==> src/rtl/imem_loader.sv <==
// rtl/imem_loader.sv - byte-stream program loader writing 32-bit words into instruction memory
module imem_loader #(
   parameter int DW    = 32,
   parameter int DEPTH = 64,
   parameter int AW    = 6
) (
   input  logic          clk,
   input  logic          rst_n,
   input  logic          start,
   input  logic [AW:0]   load_len,
   input  logic          abort,
   input  logic          byte_valid,
   input  logic [7:0]    byte_data,
   output logic          byte_ready,
   output logic          mem_we,
   output logic [AW-1:0] mem_addr,
   output logic [DW-1:0] mem_wdata,
   output logic          busy,
   output logic          done,
   output logic          err
);

   typedef enum logic [1:0] {
      S_IDLE,
      S_LOAD,
      S_WRITE,
      S_DONE
   } state_t;

   state_t        state;
   state_t        state_nx;
   logic [1:0]    byte_cnt;
   logic [AW-1:0] word_cnt;
   logic [AW:0]   len_q;
   logic [DW-1:0] asm_q;
   logic [AW-1:0] addr_q;
   logic [DW-1:0] wdata_q;
   logic          err_q;
   logic          len_ok;
   logic          last_word;

   assign len_ok    = (load_len != '0) && (load_len <= (AW+1)'(DEPTH));
   assign last_word = ({1'b0, word_cnt} == (len_q - (AW+1)'(1)));

   always_ff @(posedge clk) begin
      if (!rst_n) begin
         state <= S_IDLE;
      end else begin
         state <= state_nx;
      end
   end

   always_comb begin
      state_nx = state;
      case (state)
         S_IDLE: begin
            if (start && len_ok) begin
               state_nx = S_LOAD;
            end
         end
         S_LOAD: begin
            // abort beats a simultaneous final byte: the partial word is dropped
            if (abort) begin
               state_nx = S_IDLE;
            end else if (byte_valid && (byte_cnt == 2'd3)) begin
               state_nx = S_WRITE;
            end
         end
         S_WRITE: begin
            if (abort) begin
               state_nx = S_IDLE;
            end else if (last_word) begin
               state_nx = S_DONE;
            end else begin
               state_nx = S_LOAD;
            end
         end
         S_DONE: begin
            state_nx = S_IDLE;
         end
         default: begin
            state_nx = S_IDLE;
         end
      endcase
   end

   always_ff @(posedge clk) begin
      if (!rst_n) begin
         byte_cnt <= '0;
         word_cnt <= '0;
         len_q    <= '0;
         asm_q    <= '0;
         addr_q   <= '0;
         wdata_q  <= '0;
         err_q    <= 1'b0;
      end else begin
         case (state)
            S_IDLE: begin
               if (start) begin
                  if (len_ok) begin
                     len_q    <= load_len;
                     byte_cnt <= '0;
                     word_cnt <= '0;
                     asm_q    <= '0;
                     err_q    <= 1'b0;
                  end else begin
                     err_q <= 1'b1;
                  end
               end
            end
            S_LOAD: begin
               if (abort) begin
                  err_q    <= 1'b1;
                  byte_cnt <= '0;
                  asm_q    <= '0;
               end else if (byte_valid) begin
                  asm_q[{byte_cnt, 3'b000} +: 8] <= byte_data;
                  byte_cnt                       <= byte_cnt + 2'd1;
                  // output registers are loaded here so they hold outside WRITE
                  if (byte_cnt == 2'd3) begin
                     addr_q  <= word_cnt;
                     wdata_q <= {byte_data, asm_q[DW-9:0]};
                  end
               end
            end
            S_WRITE: begin
               if (abort) begin
                  err_q <= 1'b1;
               end else if (!last_word) begin
                  word_cnt <= word_cnt + AW'(1);
               end
            end
            default: begin
            end
         endcase
      end
   end

   assign byte_ready = (state == S_LOAD);
   assign mem_we     = (state == S_WRITE);
   assign busy       = (state == S_LOAD) || (state == S_WRITE);
   assign done       = (state == S_DONE);
   assign mem_addr   = addr_q;
   assign mem_wdata  = wdata_q;
   assign err        = err_q;

endmodule

==> config.mk <==
export PLATFORM = sky130hd
export DESIGN_NAME = imem_loader
export DESIGN_NICKNAME = d
export VERILOG_FILES = /design/src/rtl/imem_loader.sv
export SDC_FILE = /design/constraint.sdc
export NUM_CORES = 1
export LEC_CHECK = 0
export ABC_AREA = 1
export BUFFER_PORTS_ARGS = -buffer_cell sky130_fd_sc_hd__buf_2
export CAP_MARGIN = 30
export CELL_PAD_IN_SITES_DETAIL_PLACEMENT = 0
export CELL_PAD_IN_SITES_GLOBAL_PLACEMENT = 1
export CORE_MARGIN = 4
export CORE_UTILIZATION = 43
export DETAILED_ROUTE_END_ITERATION = 7
export PLACE_DENSITY = 0.8
export SYNTH_ARGS = -nofsm -noshare
export SYNTH_HDL_FRONTEND = slang
export SYNTH_SLANG_ARGS = --single-unit
==> constraint.sdc <==
create_clock -name clk -period 2.55 [get_ports clk]
set_input_delay 0.51 -clock clk [delete_from_list [all_inputs] [get_ports clk]]
set_output_delay 0.51 -clock clk [all_outputs]
set_load 0.05 [all_outputs]
# After elaboration in Yosys (flattened, before gate mapping)
# Index checks and enable logic that the tools add are counted.
# totals
register_bits,88
input_bits,20
word_cells,71
out_inout_bits,43
# op_classes
magnitude_cmp,1
mux,26
bitwise,1
n_reduce_logical,16
n_shift,2
add_sub_neg,4
eq_ne,13
# ops
cell,count
2-to-1 mux 32 bit,4
one-hot mux 32 bit (2 select lines),1
bitwise mux 32 bit,1
variable shift 8 x 7 -> 32 bit (first input constant),1
indexed part select 8 x 7 -> 32 bit,1
2-to-1 mux 6 bit,4
2-to-1 mux 2 bit,9
one-hot mux 6 bit (2 select lines),1
!= test 2 bit (second input constant),5
one-hot mux 2 bit (4 select lines),1
AND reduction 4 bit,2
equality test 6 x 7 -> 1 bit,1
less-or-equal comparator 7 bit (second input constant),1
negator 5 -> 7 bit,1
nonzero test 7 bit,1
subtractor 7 x 1 -> 7 bit (second input constant),1
adder 6 x 1 -> 6 bit (second input constant),1
equality test 2 bit (second input constant),3
AND reduction 3 bit,2
nonzero test 2 bit,3
AND reduction 5 bit,1
one-hot mux 2 bit (2 select lines),1
logical AND 1 bit,3
2-to-1 mux 1 bit,3
other kinds (11),11

# Depth between registers and ports, before layout
# depth
ltp_word,6
depth_mapped,14

# Least setup slack after synthesis
# OpenSTA, ideal clock, no wires.
# synth_path
path_type,flip-flop to flip-flop
startpoint,register state[1]
endpoint,register asm_q[6]
required_time_ns,2.436
slack_ns,0.515
arrival_ns,1.921
path_buffers,1
stages_incl_launch_ff,13
path_cell_list,dfxtp_1 > inv_1 > ha_1 > inv_1 > nor2_4 > inv_8 > nor2_4 > nor2_8 > o2111ai_4 > buf_6 > nand2_1 > nand2_1 > nor2_1
# synth_between
elab_chain_cells,3
elab_cells_between_ends,8
classes_between,eq/ne (4); mux (1); reduce/logical (3)
# synth_lines
element,line_no,rtl
from (decl),30,state_t state;
from (signal assigned),49,state <= state_nx;
equality test 2 x 1 -> 1 bit (*),-,
net byte_ready,14,"output logic byte_ready,"
!= test 3 bit (no source line) or nonzero test 2 bit (tied branches),-,
AND reduction 4 bit (no source line),-,
"to (signal, indexed assignment)",117,"asm_q[{byte_cnt, 3'b000} +: 8] <= byte_data;"
to (decl),35,logic [DW-1:0] asm_q;
# The timed path passes the listed nets; every way through them passes the cells marked *.
# A chain may end at the register's enable or synchronous reset.

# Worst setup path in the final report
# layout_path
startpoint,register len_q[0]
endpoint,register word_cnt[4]
# layout_between
elab_chain_cells,4
# layout_lines
element,line_no,rtl
from (decl),34,logic [AW:0] len_q;
from (signal assigned),101,len_q <= load_len;
subtractor 7 x 1 -> 7 bit,43,"assign last_word = ({1'b0, word_cnt} == (len_q - (AW+1)'(1)));"
equality test 6 x 7 -> 1 bit,43,
!= test 2 bit (no source line),-,
AND reduction 5 bit (no source line),-,
to (signal assigned),130,word_cnt <= word_cnt + AW'(1);
to (decl),33,logic [AW-1:0] word_cnt;
# Every way passes these cells.

==> results.md <==
* IO Count at 63
* Chip width at 102 microns
* Int Power at 1920 uW
* Worst min path class: input pin to flop
* Largest family of logic cells by synthesized area: simple AND/OR/NAND/NOR gates
* Hold Slack at 414 ps
* Tmin final at 2150 ps
* Yosys reg bits at 80
* Wire length per cell at 13.0 microns
* Avg Inst Size Synth at 7.26 sq um
* Die area at 10300 sq um
* Final WL at 8880 microns
* Clk_skew at 9.84 ps
* Antenna Cells at 0
* H-tree Lvls at 3
* Register area at 1600 sq um
* # setup viols final at 0
* Fin Setup TNS at 0 ps
* Synth area leader: dfxtp_1
* Placed cell count at 668
* First-pass GRT wire length at 14700 microns
* Pwr dens at 675 nW/um^2
* Placed instance area at 4150 sq um
* Synthesized Nets at 549
* Simple-gate share of the synthesized area at 25.9%
* Finished Layout Cells at 684
* Final Slew Violations at 0
* DIE HEIGHT at 102 microns
* Lkg Pwr at 0.00208 uW
* Worst slew margin at 65.8%
* Switching Share at 34.2%
* Clk buf depth at 2
* Drt first pass iters at 4
* Starting Density at 45.1%
* Setup Crit Path Kind: flop to flop
* Post-CTS sizing at 0
* Clock slew at reported path FFs at 90 ps
* P_sw at 998 uW
* Vias at 3354
* Clock root buffer: clkbuf_8
* Final worst-path cycle share at 84.4%
* Area delta synth->final at 15.0%
* Tightest Pin Transition at 511 ps
* Compound-Gate Fraction of Synth Area at 17.7%
* Final GP Congestion at 0.838
* Worst Hold Depth at 3
* Seq/Total Area, Yosys at 42.6%
* Clock sink count at 80
* Vias in the first global route at 3097
* Initial antenna violation count at 0
* Port Buffer Count at 62
* Non-Filler Cell Area, Final at 4330 sq um
* CP endpoint kind: flop
* Synth Area in XOR/XNOR at 0.699%
* Synth top area share at 42.6%
* Synth Area in Adders at 3.66%
* Synth area leaders: dfxtp_1 43%, nand2_1 10%, a21oi_1 8.1%
* Rows at 33
* Largest net degree at the start of global routing at 42
* FMAX at 465 MHz
* Share of layout cells above drive strength 1 at 16.9%
* Hold Buf Count CTS at 0
* DRT antenna net count at 0
* Hold Fails Final Rpt at 0
* Post-synthesis mux area share at 0%
* Layout fillers at 866
* Gate power share at 22.7%
* Routed vias/inst at 4.90
* Clock power share at 29.8%
* CP Launch Type: flop
* Drt first-iter violations at 153
* Clk_lat worst skew at 350 ps
* Setup bufs post-CTS at 0
* Synth Cell Area at 3760 sq um
* Unrepaired setup endpoints after global routing: no
* Yosys warnings at 0
* Synth unique cells at 32
* Drt drc at 0
* GRT overflow at 0
* Worst VDD drop at 320 uV
* Status: finished, final reports clean
* Area of the multi-input gates at 1800 sq um
* Nets@finish at 605
* Critical-path maximum fanout at 11
* CTS tree: yes
* Critical Path RT at 2830 ps
* Max-cap violations at 0
* R2R depth at 12
* Gate Count Post-Synth at 518
* Core Area at 8340 sq um
* Arrival time worst endpoint at 2430 ps
* CTS buffer count at 9
* Register share of total power at 47.6%
* Post-DP HPWL at 6530 microns
* GRT Overall Usage at 17.8%
==> through the flow <==
step | power [uW] | utilization [%] | setup slack [ps]
2_1_floorplan | 1950 | - | 515
3_3_place_gp | 2080 | 49.7 | 500
3_5_place_dp | 2080 | 49.7 | 466
4_1_cts | 2950 | 51.9 | 410
5_1_grt | 3100 | 51.9 | 135
6_report | 2920 | 51.9 | 398
==> critical path, cell delays in order, from the launching register on <==
cell and delay (ps):
dfxtp_1 360, inv_1 110, ha_1 310, inv_1 40, nand2_1 50, nand2_1 50, nor2_1 100, nand3_1 90
nor2_1 220, nand3_1 350, nand2_1 190, nand2_1 80, a21oi_1 130
==> logic make-up after synthesis <==
group / after synthesis
AO/OA/AOI/OAI: 117
XOR/XNOR: 3
adder cells (fa/ha/maj): 11
buffers and inverters: 83
flip-flops: 80
AND/OR/NAND/NOR: 224
==> worst paths after layout <==
check               startpoint           end  slack, ps
hold reg to reg       asm_q[5]  mem_wdata[5]        460
setup / recovery      len_q[0]   word_cnt[4]        400
setup reg to reg      len_q[0]   word_cnt[4]        400
hold / removal    byte_data[7]      asm_q[7]        410
==> power by group through the flow <==
stage	combinational (uW)	sequential (uW)	clock, uW
6_report	662	1390	869
5_1_grt	760	1400	942
4_1_cts	669	1390	894
3_5_place_dp	665	1420	0
3_3_place_gp	659	1420	0
2_1_floorplan	531	1420	0
==> layout make-up <==
type,count,share of cell area (%)
clock buffers,9,2.86
clock inverters,7,1.27
inverters,60,5.38
multi-input cells,355,41.6
flip-flops and latches,80,37.0
well taps,105,3.04
repair buffers,68,8.79
==> layout by cell type, fill, tap and decap left out <==
cell | synthesis | final
a211oi_1 | 2 | 2
a21boi_2 | 1 | 1
a21oi_1 | 61 | 61
a31oi_1 | 1 | 1
buf_12 | 0 | 2
buf_2 | 3 | 62
buf_4 | 1 | 4
clkbuf_8 | 0 | 9
clkinv_2 | 0 | 1
clkinv_4 | 0 | 1
clkinvlp_4 | 0 | 2
dfxtp_1 | 80 | 80
ha_1 | 11 | 11
inv_1 | 57 | 57
inv_2 | 2 | 2
inv_6 | 0 | 3
inv_8 | 1 | 1
nand2_1 | 103 | 103
nand3_1 | 23 | 23
nand3_2 | 1 | 1
nand3b_1 | 1 | 1
nand4_1 | 1 | 1
nor2_1 | 74 | 74
nor2_2 | 1 | 1
nor2_4 | 3 | 3
nor2_8 | 1 | 1
nor3_1 | 6 | 6
nor3b_1 | 1 | 1
nor4_1 | 8 | 8
nor4_4 | 1 | 1
o2111ai_4 | 3 | 3
o21ai_0 | 48 | 48
o21bai_1 | 1 | 1
xnor2_1 | 1 | 1
xor2_1 | 2 | 2
==> registers in the layout, indices dropped and copies added (netlist names) <==
name,flops
mem_wdata,32
asm_q,24
len_q,7
mem_addr,6
word_cnt,6
byte_cnt,2
state,2
err,1
==> synth_stat cells <==
master / n
buf_6: 4
ha_1: 11
nor2_4: 3
dfxtp_1: 80
inv_2: 2
a21boi_2: 1
xor2_1: 2
buf_4: 1
nor3b_1: 1
a211oi_1: 2
nor2_1: 74
a21oi_1: 61
o2111ai_4: 3
nor4_4: 1
clkbuf_2: 1
nand3_2: 1
buf_2: 3
nand3b_1: 1
nor2_2: 1
nand2_1: 103
nor4_1: 8
nand3_1: 23
a31oi_1: 1
clkbuf_1: 14
nand4_1: 1
nor2_8: 1
inv_1: 57
xnor2_1: 1
inv_8: 1
nor3_1: 6
o21ai_0: 48
o21bai_1: 1
==> layer usage <==
metal | vias to the layer above | GRT usage [%] | wire length [microns]
met3 | 7 | 3.31 | 435
met1 | 1502 | 25.5 | 4620
met2 | 62 | 27.0 | 3730
met5 | - | 0 | 0
li1 | 1783 | - | -
met4 | 0 | 5.83 | 95
Note: power is estimated with default switching activity, not from simulation.
